## src/rtl/pixel_stream_pkg.sv

```systemverilog
// Shared encodings and per-pixel arithmetic for the pixel stream source.
// Latency: n/a (constants and combinational helper functions only).
// Backpressure: n/a.
package pixel_stream_pkg;

    // Point-operation select; codes 5..7 fall through to pass-through.
    localparam logic [2:0] MODE_PASS = 3'd0;
    localparam logic [2:0] MODE_ADD  = 3'd1;
    localparam logic [2:0] MODE_SUB  = 3'd2;
    localparam logic [2:0] MODE_INV  = 3'd3;
    localparam logic [2:0] MODE_THR  = 3'd4;

    // Frame sequencer states.
    localparam logic [2:0] ST_IDLE   = 3'd0;
    localparam logic [2:0] ST_VBLANK = 3'd1;
    localparam logic [2:0] ST_HBLANK = 3'd2;
    localparam logic [2:0] ST_ACTIVE = 3'd3;
    localparam logic [2:0] ST_DRAIN  = 3'd4;

    // Saturating add, clamped to maxv (channel full-scale).
    function automatic logic [31:0] sat_add(input logic [31:0] a, input logic [31:0] b,
                                            input logic [31:0] maxv);
        logic [32:0] s;
        s = {1'b0, a} + {1'b0, b};
        return (s > {1'b0, maxv}) ? maxv : s[31:0];
    endfunction

    // Subtract with floor at zero.
    function automatic logic [31:0] sat_sub(input logic [31:0] a, input logic [31:0] b);
        return (a > b) ? (a - b) : 32'd0;
    endfunction

    // Luma approximation (R + 2G + B) / 4.
    function automatic logic [31:0] pix_gray(input logic [31:0] r, input logic [31:0] g,
                                             input logic [31:0] b);
        return (r + (g << 1) + b) >> 2;
    endfunction

endpackage

```

## src/rtl/pix_fifo.sv

```systemverilog
// Synchronous FIFO with first-word-fall-through head and occupancy count.
// Latency: push visible at head the cycle after it is written.
// Backpressure: push accepted when not full or when popping in the same cycle.
module pix_fifo #(
    parameter int W     = 27,
    parameter int DEPTH = 4
) (
    input  logic                     HCLK,
    input  logic                     HRESET,
    input  logic                     push,
    input  logic [W-1:0]             push_dat,
    input  logic                     pop,
    output logic [W-1:0]             head_dat,
    output logic                     empty,
    output logic [$clog2(DEPTH):0]   count
);
    localparam int AW = $clog2(DEPTH);

    logic [W-1:0]  mem [DEPTH];
    logic [AW-1:0] wr_ptr;
    logic [AW-1:0] rd_ptr;
    logic          full;
    logic          do_push;
    logic          do_pop;

    assign empty    = (count == '0);
    assign full     = (count == ($clog2(DEPTH)+1)'(DEPTH));
    assign do_pop   = pop && !empty;
    assign do_push  = push && (!full || do_pop);
    assign head_dat = mem[rd_ptr];

    // Storage write; contents need no reset since count gates visibility.
    always_ff @(posedge HCLK) begin
        if (do_push) mem[wr_ptr] <= push_dat;
    end

    // Pointer and occupancy tracking; pointers wrap naturally (power-of-2 depth).
    always_ff @(posedge HCLK or posedge HRESET) begin
        if (HRESET) begin
            wr_ptr <= '0;
            rd_ptr <= '0;
            count  <= '0;
        end else begin
            if (do_push) wr_ptr <= wr_ptr + 1'b1;
            if (do_pop)  rd_ptr <= rd_ptr + 1'b1;
            case ({do_push, do_pop})
                2'b10:   count <= count + 1'b1;
                2'b01:   count <= count - 1'b1;
                default: count <= count;
            endcase
        end
    end

endmodule

```

## src/rtl/pixel_stream_src.sv

```systemverilog
// Frame source: memory reads -> point op -> buffered valid/ready pixel stream with blanking timing.
// Latency: first out_valid 2 cycles after the first mem_rd of a frame.
// Backpressure: reads throttle so buffer + in-flight never exceed FIFO_DEPTH; blanking never stalls.
module pixel_stream_src
    import pixel_stream_pkg::*;
#(
    parameter int WIDTH      = 768,
    parameter int HEIGHT     = 512,
    parameter int DW         = 8,
    parameter int ADDR_W     = 19,
    parameter int VBLANK     = 100,
    parameter int HBLANK     = 160,
    parameter int BOTTOM_UP  = 1,
    parameter int CONTINUOUS = 0,
    parameter int FIFO_DEPTH = 4
) (
    input  logic              HCLK,
    input  logic              HRESET,
    input  logic              start,
    input  logic [2:0]        mode,
    input  logic [DW-1:0]     value,
    input  logic [DW-1:0]     threshold,
    output logic [ADDR_W-1:0] mem_addr,
    output logic              mem_rd,
    input  logic [3*DW-1:0]   mem_data,
    output logic              out_valid,
    input  logic              out_ready,
    output logic [DW-1:0]     out_r,
    output logic [DW-1:0]     out_g,
    output logic [DW-1:0]     out_b,
    output logic              out_sof,
    output logic              out_eol,
    output logic              out_eof,
    output logic              VSYNC,
    output logic              HSYNC,
    output logic              busy,
    output logic              done
);
    localparam int VB_LEN  = (VBLANK == 0) ? 1 : VBLANK;
    localparam int HB_LEN  = (HBLANK == 0) ? 1 : HBLANK;
    localparam int BLK_MAX = (VB_LEN > HB_LEN) ? VB_LEN : HB_LEN;
    localparam int BCW     = $clog2(BLK_MAX + 1);
    localparam int XW      = $clog2(WIDTH);
    localparam int YW      = (HEIGHT > 1) ? $clog2(HEIGHT) : 1;
    localparam int CW      = $clog2(FIFO_DEPTH) + 1;
    localparam int FW      = 3 * DW + 3;
    localparam logic [31:0] MAXC = 32'((1 << DW) - 1);

    logic [2:0]     state;
    logic [BCW-1:0] blank_cnt;
    logic [XW-1:0]  x;
    logic [YW-1:0]  y;
    logic [2:0]     cfg_mode;
    logic [DW-1:0]  cfg_value;
    logic [DW-1:0]  cfg_thr;
    logic           rd_inflight;
    logic           sof_q, eol_q, eof_q;

    logic [CW-1:0]  fifo_count;
    logic           fifo_empty;
    logic [FW-1:0]  fifo_head;
    logic [FW-1:0]  push_dat;
    logic           fifo_pop;

    logic           last_x, last_y, rd_issue, drain_done, frame_start;
    logic [YW-1:0]  row;
    logic [DW-1:0]  r_in, g_in, b_in, gray_v;
    logic [DW-1:0]  r_op, g_op, b_op;
    logic [DW-1:0]  hd_r, hd_g, hd_b;
    logic           hd_sof, hd_eol, hd_eof;

    assign last_x      = (x == XW'(WIDTH - 1));
    assign last_y      = (y == YW'(HEIGHT - 1));
    assign rd_issue    = (state == ST_ACTIVE) && ((fifo_count + CW'(rd_inflight)) < CW'(FIFO_DEPTH));
    assign drain_done  = fifo_empty && !rd_inflight;
    assign frame_start = ((state == ST_IDLE) && start) ||
                         ((state == ST_DRAIN) && drain_done && (CONTINUOUS != 0));
    assign row         = (BOTTOM_UP != 0) ? (YW'(HEIGHT - 1) - y) : y;

    // Address only driven during a read so the bus idles at zero.
    assign mem_rd   = rd_issue;
    assign mem_addr = rd_issue ? (ADDR_W'(row) * ADDR_W'(WIDTH) + ADDR_W'(x)) : '0;

    // Frame sequencer with free-running blanking counters and read-gated x/y.
    always_ff @(posedge HCLK or posedge HRESET) begin
        if (HRESET) begin
            state     <= ST_IDLE;
            blank_cnt <= '0;
            x         <= '0;
            y         <= '0;
        end else begin
            case (state)
                ST_IDLE: begin
                    if (start) begin
                        state     <= ST_VBLANK;
                        blank_cnt <= '0;
                    end
                end
                ST_VBLANK: begin
                    if (blank_cnt == BCW'(VB_LEN - 1)) begin
                        state     <= ST_HBLANK;
                        blank_cnt <= '0;
                    end else begin
                        blank_cnt <= blank_cnt + 1'b1;
                    end
                end
                ST_HBLANK: begin
                    if (blank_cnt == BCW'(HB_LEN - 1)) begin
                        state     <= ST_ACTIVE;
                        blank_cnt <= '0;
                    end else begin
                        blank_cnt <= blank_cnt + 1'b1;
                    end
                end
                ST_ACTIVE: begin
                    if (rd_issue) begin
                        if (last_x) begin
                            x <= '0;
                            if (last_y) begin
                                y     <= '0;
                                state <= ST_DRAIN;
                            end else begin
                                y     <= y + 1'b1;
                                state <= ST_HBLANK;
                            end
                        end else begin
                            x <= x + 1'b1;
                        end
                    end
                end
                ST_DRAIN: begin
                    if (drain_done) begin
                        state     <= (CONTINUOUS != 0) ? ST_VBLANK : ST_IDLE;
                        blank_cnt <= '0;
                    end
                end
                default: state <= ST_IDLE;
            endcase
        end
    end

    // Latch the point-operation configuration once per frame.
    always_ff @(posedge HCLK or posedge HRESET) begin
        if (HRESET) begin
            cfg_mode  <= MODE_PASS;
            cfg_value <= '0;
            cfg_thr   <= '0;
        end else if (frame_start) begin
            cfg_mode  <= mode;
            cfg_value <= value;
            cfg_thr   <= threshold;
        end
    end

    // Track the read in flight and carry its position flags alongside it.
    always_ff @(posedge HCLK or posedge HRESET) begin
        if (HRESET) begin
            rd_inflight <= 1'b0;
            sof_q       <= 1'b0;
            eol_q       <= 1'b0;
            eof_q       <= 1'b0;
        end else begin
            rd_inflight <= rd_issue;
            sof_q       <= (x == '0) && (y == '0);
            eol_q       <= last_x;
            eof_q       <= last_x && last_y;
        end
    end

    assign {r_in, g_in, b_in} = mem_data;
    assign gray_v = DW'(pix_gray(32'(r_in), 32'(g_in), 32'(b_in)));

    // Point operation on the returning memory word.
    always_comb begin
        r_op = r_in;
        g_op = g_in;
        b_op = b_in;
        case (cfg_mode)
            MODE_ADD: begin
                r_op = DW'(sat_add(32'(r_in), 32'(cfg_value), MAXC));
                g_op = DW'(sat_add(32'(g_in), 32'(cfg_value), MAXC));
                b_op = DW'(sat_add(32'(b_in), 32'(cfg_value), MAXC));
            end
            MODE_SUB: begin
                r_op = DW'(sat_sub(32'(r_in), 32'(cfg_value)));
                g_op = DW'(sat_sub(32'(g_in), 32'(cfg_value)));
                b_op = DW'(sat_sub(32'(b_in), 32'(cfg_value)));
            end
            MODE_INV: begin
                r_op = DW'(MAXC - 32'(gray_v));
                g_op = r_op;
                b_op = r_op;
            end
            MODE_THR: begin
                r_op = (gray_v > cfg_thr) ? DW'(MAXC) : '0;
                g_op = r_op;
                b_op = r_op;
            end
            default: begin
            end
        endcase
    end

    assign push_dat = {r_op, g_op, b_op, sof_q, eol_q, eof_q};
    assign fifo_pop = out_valid && out_ready;

    pix_fifo #(
        .W     (FW),
        .DEPTH (FIFO_DEPTH)
    ) u_fifo (
        .HCLK     (HCLK),
        .HRESET   (HRESET),
        .push     (rd_inflight),
        .push_dat (push_dat),
        .pop      (fifo_pop),
        .head_dat (fifo_head),
        .empty    (fifo_empty),
        .count    (fifo_count)
    );

    assign {hd_r, hd_g, hd_b, hd_sof, hd_eol, hd_eof} = fifo_head;

    // Stream outputs are forced low while nothing is buffered.
    assign out_valid = !fifo_empty;
    assign out_r     = out_valid ? hd_r : '0;
    assign out_g     = out_valid ? hd_g : '0;
    assign out_b     = out_valid ? hd_b : '0;
    assign out_sof   = out_valid && hd_sof;
    assign out_eol   = out_valid && hd_eol;
    assign out_eof   = out_valid && hd_eof;
    assign done      = fifo_pop && hd_eof;
    assign VSYNC     = (state == ST_VBLANK);
    assign HSYNC     = (state == ST_ACTIVE);
    assign busy      = (state != ST_IDLE) || !fifo_empty;

endmodule

```

## config.mk

```make
export PLATFORM = sky130hd
export DESIGN_NAME = pixel_stream_src
export DESIGN_NICKNAME = d
export VERILOG_FILES = /design/src/rtl/pixel_stream_pkg.sv /design/src/rtl/pix_fifo.sv /design/src/rtl/pixel_stream_src.sv
export SDC_FILE = /design/constraint.sdc
export NUM_CORES = 1
export LEC_CHECK = 0
export ABC_AREA = 1
export BUFFER_PORTS_ARGS = -buffer_cell sky130_fd_sc_hd__buf_2
export CORE_AREA = 2 2 195 159
export CTS_CLUSTER_SIZE = 28
export DETAILED_ROUTE_END_ITERATION = 8
export DIE_AREA = 0 0 197 161
export GPL_ROUTABILITY_DRIVEN = 0
export PLACE_DENSITY = 0.56
export SLEW_MARGIN = 10
export SYNTH_ARGS = -nofsm -noshare
export SYNTH_HDL_FRONTEND = slang
export SYNTH_HIERARCHICAL = 1
export SYNTH_SLANG_ARGS = --single-unit
```

## constraint.sdc

```tcl
create_clock -name HCLK -period 2.66 [get_ports HCLK]
set_clock_uncertainty 0.05 [all_clocks]
set_input_delay 0.266 -clock HCLK [delete_from_list [all_inputs] [get_ports HCLK]]
set_output_delay 0.266 -clock HCLK [all_outputs]
set_load 0.1 [all_outputs]
```

==> results.md, run 1 <==
- Hold Fails Final Rpt: 0
- Total Power: between 15 and 20 mW
- Root Buffer Master: clkbuf_16
- Core area: 29800 um^2
- Dpl hpwl: 25700 um
- Clock sinks: between 150 and 200
- IO Count: roughly 100
- Syn Inst Count: around 1500
- Post-synth EDFFs: 108
- Per-cell routed wire length: between 15 and 20 um
- Fill count: roughly 2800
- Post-Synth Adder-Cell Area: about an eighth
- # diodes: 0
- Mean Syn Cell Area: between 8 and 9 um^2
- Final Non-Filler Cells: 2082
- Area grow syn2layout: 32.5%
- CP endpoint kind: register
- Sw Share: 52.4%
- Drc violations: 0
- Setup violations, final: 103
- Mux contribution to synthesized area: less than 1%
- Crit Path Max Fanout: 6
- Internal: 9.29 mW
- RSZ-0062 raised after global routing: yes
- H-tree depth: 4
- Cell Area, Synth: roughly 12000 um^2
- Fraction of layout cells with a size suffix above 1: approximately a quarter
- Slew @ Worst Pin: between 0.6 and 0.7 ns
- Fin crit share: 117%
- Synth Area in XOR/XNOR: ~2.2%
- TritonCTS clock tree: yes
- Vias in the first global route: a little under 10000
- P_leak: a little over 7 nW
- Combinational share of power: between 60 and 70%
- Largest net degree at the start of global routing: 49
- First-pass GRT wire length: 52400 um
- Total GRT Usage: a little over a fifth
- Failing checks: negative setup slack
- Seq/Total Area, Yosys: about two fifths
- Power Density: between 1000 and 1500 nW/um^2
- Die ar.: between 30000 and 40000 um^2
- Final worst path period need: between 3 and 4 ns
- Worst Setup Slack, final: -0.452 ns
- Peak Freq: about 0.32 GHz
- Pins over their slew limit: 0
- Yosys Warn Count: 6
- Final wirelength: 33200 um
- Die width: 197 um
- Initial detailed-routing violation count: approximately 680
- Crit path launch type: input port
- Die height: roughly 160 um
- CP Data Arrival Time: about 3.2 ns
- Routed via count: ~10000
- Synth Area in Compound Gates: between 10% and 20%
- Register bit total from synthesis: roughly 170
- Asr flop ratio synth: 35.7%
- Initial antenna violation count: 0
- Port bufs: 98
- Status: finished with violations
- Worst Path Required: 2.76 ns
- Syn nets: about 1600
- Dpl cells: ~2000
- Overflow after GRT: 0
- Max Cap Viol: 0
- Final Cell Area: roughly 16000 um^2
- Detailed Routing Iterations Pass 1: 5
- Switching power: roughly 10 mW
- Post-route ant nets: 0
- Main combinational cell family by area after synthesis: simple AND/OR/NAND/NOR gates
- Placed cell areas: 14300 um^2
- Netlist cell types: 54
- Seq pwr share: 20.1%
- FP Rows: 57
- Starting density of the core: 39.5%
- Worst-path clk slew: 0.08 ns
- Simple-Gate Fraction of Synth Area: 24.7%
- VDD IR-drop max: 636 uV
- Slew HR: 54.4%
- Insertion delay to the later sink of the worst-skew pair: about 0.44 ns
- CTS Buf Count: 17
- Kind of critical path: in -> reg
- Layout Nets: around 1800
- Worst min path class: in -> reg
- Max Root-Sink Buffers: 2
- Vias per cell: between 5 and 6
- Clock power frac: 13.1%
- Post-synth top flop: edfxtp_1
==> cells in the mapped netlist (10+ instances only) <==
cell type,instances,share of area [%]
o21ai_0,73,3.1
nor2_1,169,5.4
fa_1,17,2.9
clkbuf_1,12,0.38
nand2_1,297,9.5
xor2_1,24,1.8
edfxtp_1,108,28
nand3_1,95,4.0
a21oi_1,75,3.2
buf_2,26,1.1
inv_1,230,7.3
dfrtp_1,60,13
nand4_1,38,2.0
o21ai_1,10,0.43
o211ai_1,30,1.9
ha_1,90,9.6
nor3_1,28,1.2
==> worst paths after layout <==
check / start / slack (ns) / cells past startpoint / end
min in group asynchronous: HRESET / 0.27 / 3 / u_fifo/rd_ptr[1]
worst max register to register: cfg_value[0] / -0.30 / 11 / u_fifo/mem[2][15]
worst min-delay path: threshold[0] / 0.02 / 2 / cfg_thr[0]
worst min register to register: eol_q / 0.44 / 0 / u_fifo/mem[1][1]
max in group asynchronous: HRESET / 1.37 / 4 / cfg_thr[0]
worst max-delay path: mem_data[1] / -0.45 / 21 / u_fifo/mem[2][5]
==> layer usage <==
layer  vias to the layer above  track usage [%]  share of wire, %
met2                       263             31.7                43
met4                         0             5.02               1.6
li1                       5275                -                 -
met5                         -                0                 0
met1                      4877             32.0                50
met3                        35             3.95               5.5
==> cell families (layout without fill, tap and decap cells) <==
logic type,count (synthesis),after routing
buffers and inverters,283,511
xor gates and xnor gates,30,30
and+or+nand+nor,664,664
muxes,2,2
DFF,168,168
adders and majority gates,107,107
AOI/OAI and AO/OA,217,217
==> power by group through the flow <==
stage                     combinational (mW)  sequential, mW  clock, mW
final                                   13.0            3.93       2.56
after global routing                    14.0            3.98       2.71
after CTS                               12.9            3.93       2.61
after detailed placement                12.5            3.97          0
after global placement                  12.4            3.97          0
after floorplan                         8.32            3.88          0
==> placed cells by master, fill, tap and decap left out, types with 8 or more instances in the layout <==
master     netlist  final
xor2_1          24     23
ha_1            90     79
nand2_1        297    279
buf_6            3     15
a21oi_1         75     63
edfxtp_1       108    108
inv_1          230    209
fa_1            17     14
o21ai_1         10     12
nor2_4           4     15
nand3_4          0      8
nand2_2          1     13
inv_2            5     17
nand4_1         38     38
clkbuf_16        0     17
nor3_1          28     26
nor2_2           1     15
buf_12           0     44
nor2_1         169    144
o21ai_0         73     67
nand3_1         95     84
dfrtp_1         60     58
ha_4             0      8
o211ai_1        30     30
buf_4            3    124
buf_2           26     57
==> registers in the layout (all words and copies together) (netlist names) <==
name           flops
blank_cnt          8
cfg_mode           3
cfg_thr            8
cfg_value          8
eof_q              1
eol_q              1
rd_inflight        1
sof_q              1
state              3
u_fifo/count       3
u_fifo/mem       108
u_fifo/rd_ptr      2
u_fifo/wr_ptr      2
x                 10
y                  9
==> final cells by class <==
cell class              instances  area (um^2)  area share (%)
multi-input cells            1020         6510            41.7
flip-flops and latches        168         4750            30.4
repair buffers                242         2290            14.7
inverters                     237          936            6.00
well taps                     383          479            3.07
clock buffers                  17          425            2.73
clock inverters                15          211            1.36
==> critical path: stages <==
cell and delay, ns:
buf_8 0.07, inv_4 0.03, fa_1 0.47, inv_2 0.09
nand3_4 0.08, fa_2 0.40, inv_2 0.07, nand4_1 0.10
o211ai_1 0.11, nand2_1 0.07, nand2_1 0.09, inv_1 0.08
ha_4 0.27, nand2_1 0.08, nor4_2 0.15, nand3b_1 0.18
buf_6 0.17, buf_4 0.13, nand2_4 0.08, inv_4 0.08
nand4_1 0.14
==> what timing repair did <==
| item | CTS | global route |
|---|---|---|
| setup buffers | 24 | 3 |
| pin swaps | 26 | 21 |
| endpoints found under the hold margin | 30 | 0 |
| hold buffers | 1 | 0 |
| setup endpoints to repair | 104 | 120 |
| resized for setup | 85 | 45 |
==> per-stage QoR <==
step                      setup slack (ns)  util [%]  setup TNS, ns  hold WS (ns)
after floorplan                     -0.491         -         -39.28        0.0194
after global placement              -0.991      47.8         -88.43         0.191
after detailed placement             -1.05      47.8         -93.35         0.192
after CTS                           -0.392      51.7         -31.36       0.00414
after global routing                -0.621      52.3         -55.22        0.0167
final                               -0.452      52.3         -38.25        0.0246
No activity file was read; power rests on OpenSTA's default activity.
==> run 2: changes to the inputs <==
PLACE_DENSITY = 0.54   (was 0.56)
clock period = 3.4 ns   (was 2.66 ns; I/O delays follow)
==> results.md, run 2 (synthesized netlist as in run 1, its figures left out) <==
- Largest Register: u_fifo/mem
- Die width: between 150 and 200 um
- Hold Fails Final Rpt: 0
- Vias in the first global route: roughly 9500
- Status: complete, no violations
- WP buf/inv: 3
- H-tree depth: 4
- Dpl hpwl: 25600 um
- Max Cap Viol: 0
- Post-route ant nets: 0
- CP Data Arrival Time: about 3.3 ns
- Starting density of the core: about 39%
- Die ar.: 31700 um^2
- Overflow after GRT: 0
- Fin Setup TNS: 0 ns
- FP Rows: 57
- Largest regs: u_fifo/mem (108), x (10), y (9)
- Crit path max-delay family: adder cells
- Max Root-Sink Buffers: 2
- Largest net degree at the start of global routing: just under 60
- Die height: around 160 um
- Final Non-Filler Cells: approximately 2000
- Per-cell routed wire length: 16.6 um
- Max reg flops: between 100 and 150
- Fin crit share: 96.4%
- First-pass GRT wire length: approximately 52000 um
- DR WL met3: between 2000 and 2500 um
- Initial antenna violation count: 0
- Final core utilization: 47.3%
- Internal: 6.27 mW
- Final wirelength: approximately 33000 um
- Combinational share of power: 63.4%
- Worst min path class: in -> reg
- Layout Nets: roughly 1800
- Peak Freq: roughly 0.31 GHz
- Insertion delay to the later sink of the worst-skew pair: about 0.43 ns
- CP endpoint kind: register
- P_leak: around 6.6 nW
- DR top layer: met4
- Port bufs: between 90 and 100
- Crit path launch type: input port
- Crit Path Max Fanout: 4
- CP Cell Sequence: buf_2 -> fa_1 -> ha_1 -> a21oi_2 -> nand2_2 -> nand4_1 -> o211ai_1 -> ha_1 -> nand2_2 -> nor4_2 -> nand3b_1 -> inv_2 -> a21oi_2 -> buf_4 -> nand4_1
- Kind of critical path: in -> reg
- Commonest cells after routing, fill and taps aside: nand2_1 (294), inv_1 (216), nor2_1 (158), edfxtp_1 (108), nand3_1 (92)
- IO Count: between 90 and 100
- Area grow syn2layout: 19.7%
- CP max stage cell: fa_1
- Initial detailed-routing violation count: approximately 730
- CTS Buf Count: 17
- Slew @ Worst Pin: between 1 and 1.5 ns
- Core area: around 30000 um^2
- Seq pwr share: ~23%
- Pins over their slew limit: 0
- Slew HR: between 20% and 30%
- Dpl cells: just under 2000
- Vias per cell: 5.06
- TritonCTS clock tree: yes
- Commonest non-fill, non-tap cell in the layout: nand2_1
- Fraction of layout cells with a size suffix above 1: between 15 and 20%
- Routed via count: 10178
- Worst-path clk slew: 0.06 ns
- Worst Path Required: 3.46 ns
- VDD IR-drop max: around 500 uV
- Total GRT Usage: approximately a fifth
- Total Power: 13.8 mW
- Detailed Routing Iterations Pass 1: 7
- WL met2: roughly 13000 um
- Root Buffer Master: clkbuf_16
- Power Density: a little under 1000 nW/um^2
- Drc violations: 0
- # diodes: 0
- Clock power frac: roughly 14%
- Sw Share: between 50% and 60%
- WL met1: 16900 um
- CP peak stage delay: about 0.47 ns
- Setup violations, final: 0
- Final worst path period need: approximately 3.3 ns
- Switching power: 7.57 mW
- Clock sinks: ~170
==> run 2: metrics by stage <==
stage	worst slack, ns	hold slack (ns)	area (um^2)
floorplan	0.0646	0.0934	11800
finish	0.123	0.0993	14100
CTS	0.0262	0.0815	13900
global placement	-0.381	0.255	13300
global route	-0.0261	0.0731	14100
detailed placement	-0.511	0.262	13300
==> run 2: final timing paths <==
| kind | start | endpoint | slack (ns) | depth (start not counted) |
|---|---|---|---|---|
| min in group asynchronous | HRESET | u_fifo/count[1] | 0.35 | 3 |
| worst min register to register | eof_q | u_fifo/mem[0][0] | 0.45 | 0 |
| worst min-delay path | threshold[0] | cfg_thr[0] | 0.1 | 2 |
| worst max-delay path | mem_data[4] | u_fifo/mem[1][11] | 0.12 | 15 |
| max in group asynchronous | HRESET | cfg_thr[1] | 2.09 | 4 |
| worst max register to register | cfg_value[1] | u_fifo/mem[1][23] | 0.25 | 10 |
==> run 2: routing by layer <==
metal | up-vias | GRT usage (%)
li1 | 5129 | -
met5 | - | 0
met4 | 0 | 4.72
met1 | 4723 | 32.8
met3 | 27 | 5.35
met2 | 299 | 30.1
==> run 2: repair_timing <==
item / 4_1_cts / 5_1_grt
hold buffers: 1 / 0
setup endpoints to repair: 33 / 101
gates resized for setup: 8 / 45
hold endpoints to repair: 30 / 0
setup buffers: 2 / 6
pin swaps: 3 / 16
==> run 2: final cells by class <==
cell class              count  area (um^2)
multi-input cells        1020         6090
well taps                 383          479
fillers                  2962        15700
clock buffers              19          433
inverters                 237          895
repair buffers            173         1320
clock inverters            13          138
flip-flops and latches    168         4750
==> run 2: power groups by stage <==
stage          registers, mW  logic, mW  clock network (mW)
2_1_floorplan           3.04       6.40                   0
3_3_place_gp            3.22       8.53                   0
3_5_place_dp            3.22       8.58                   0
4_1_cts                 3.18       8.62                1.92
5_1_grt                 3.23       9.52                2.00
6_report                3.18       8.77                1.88
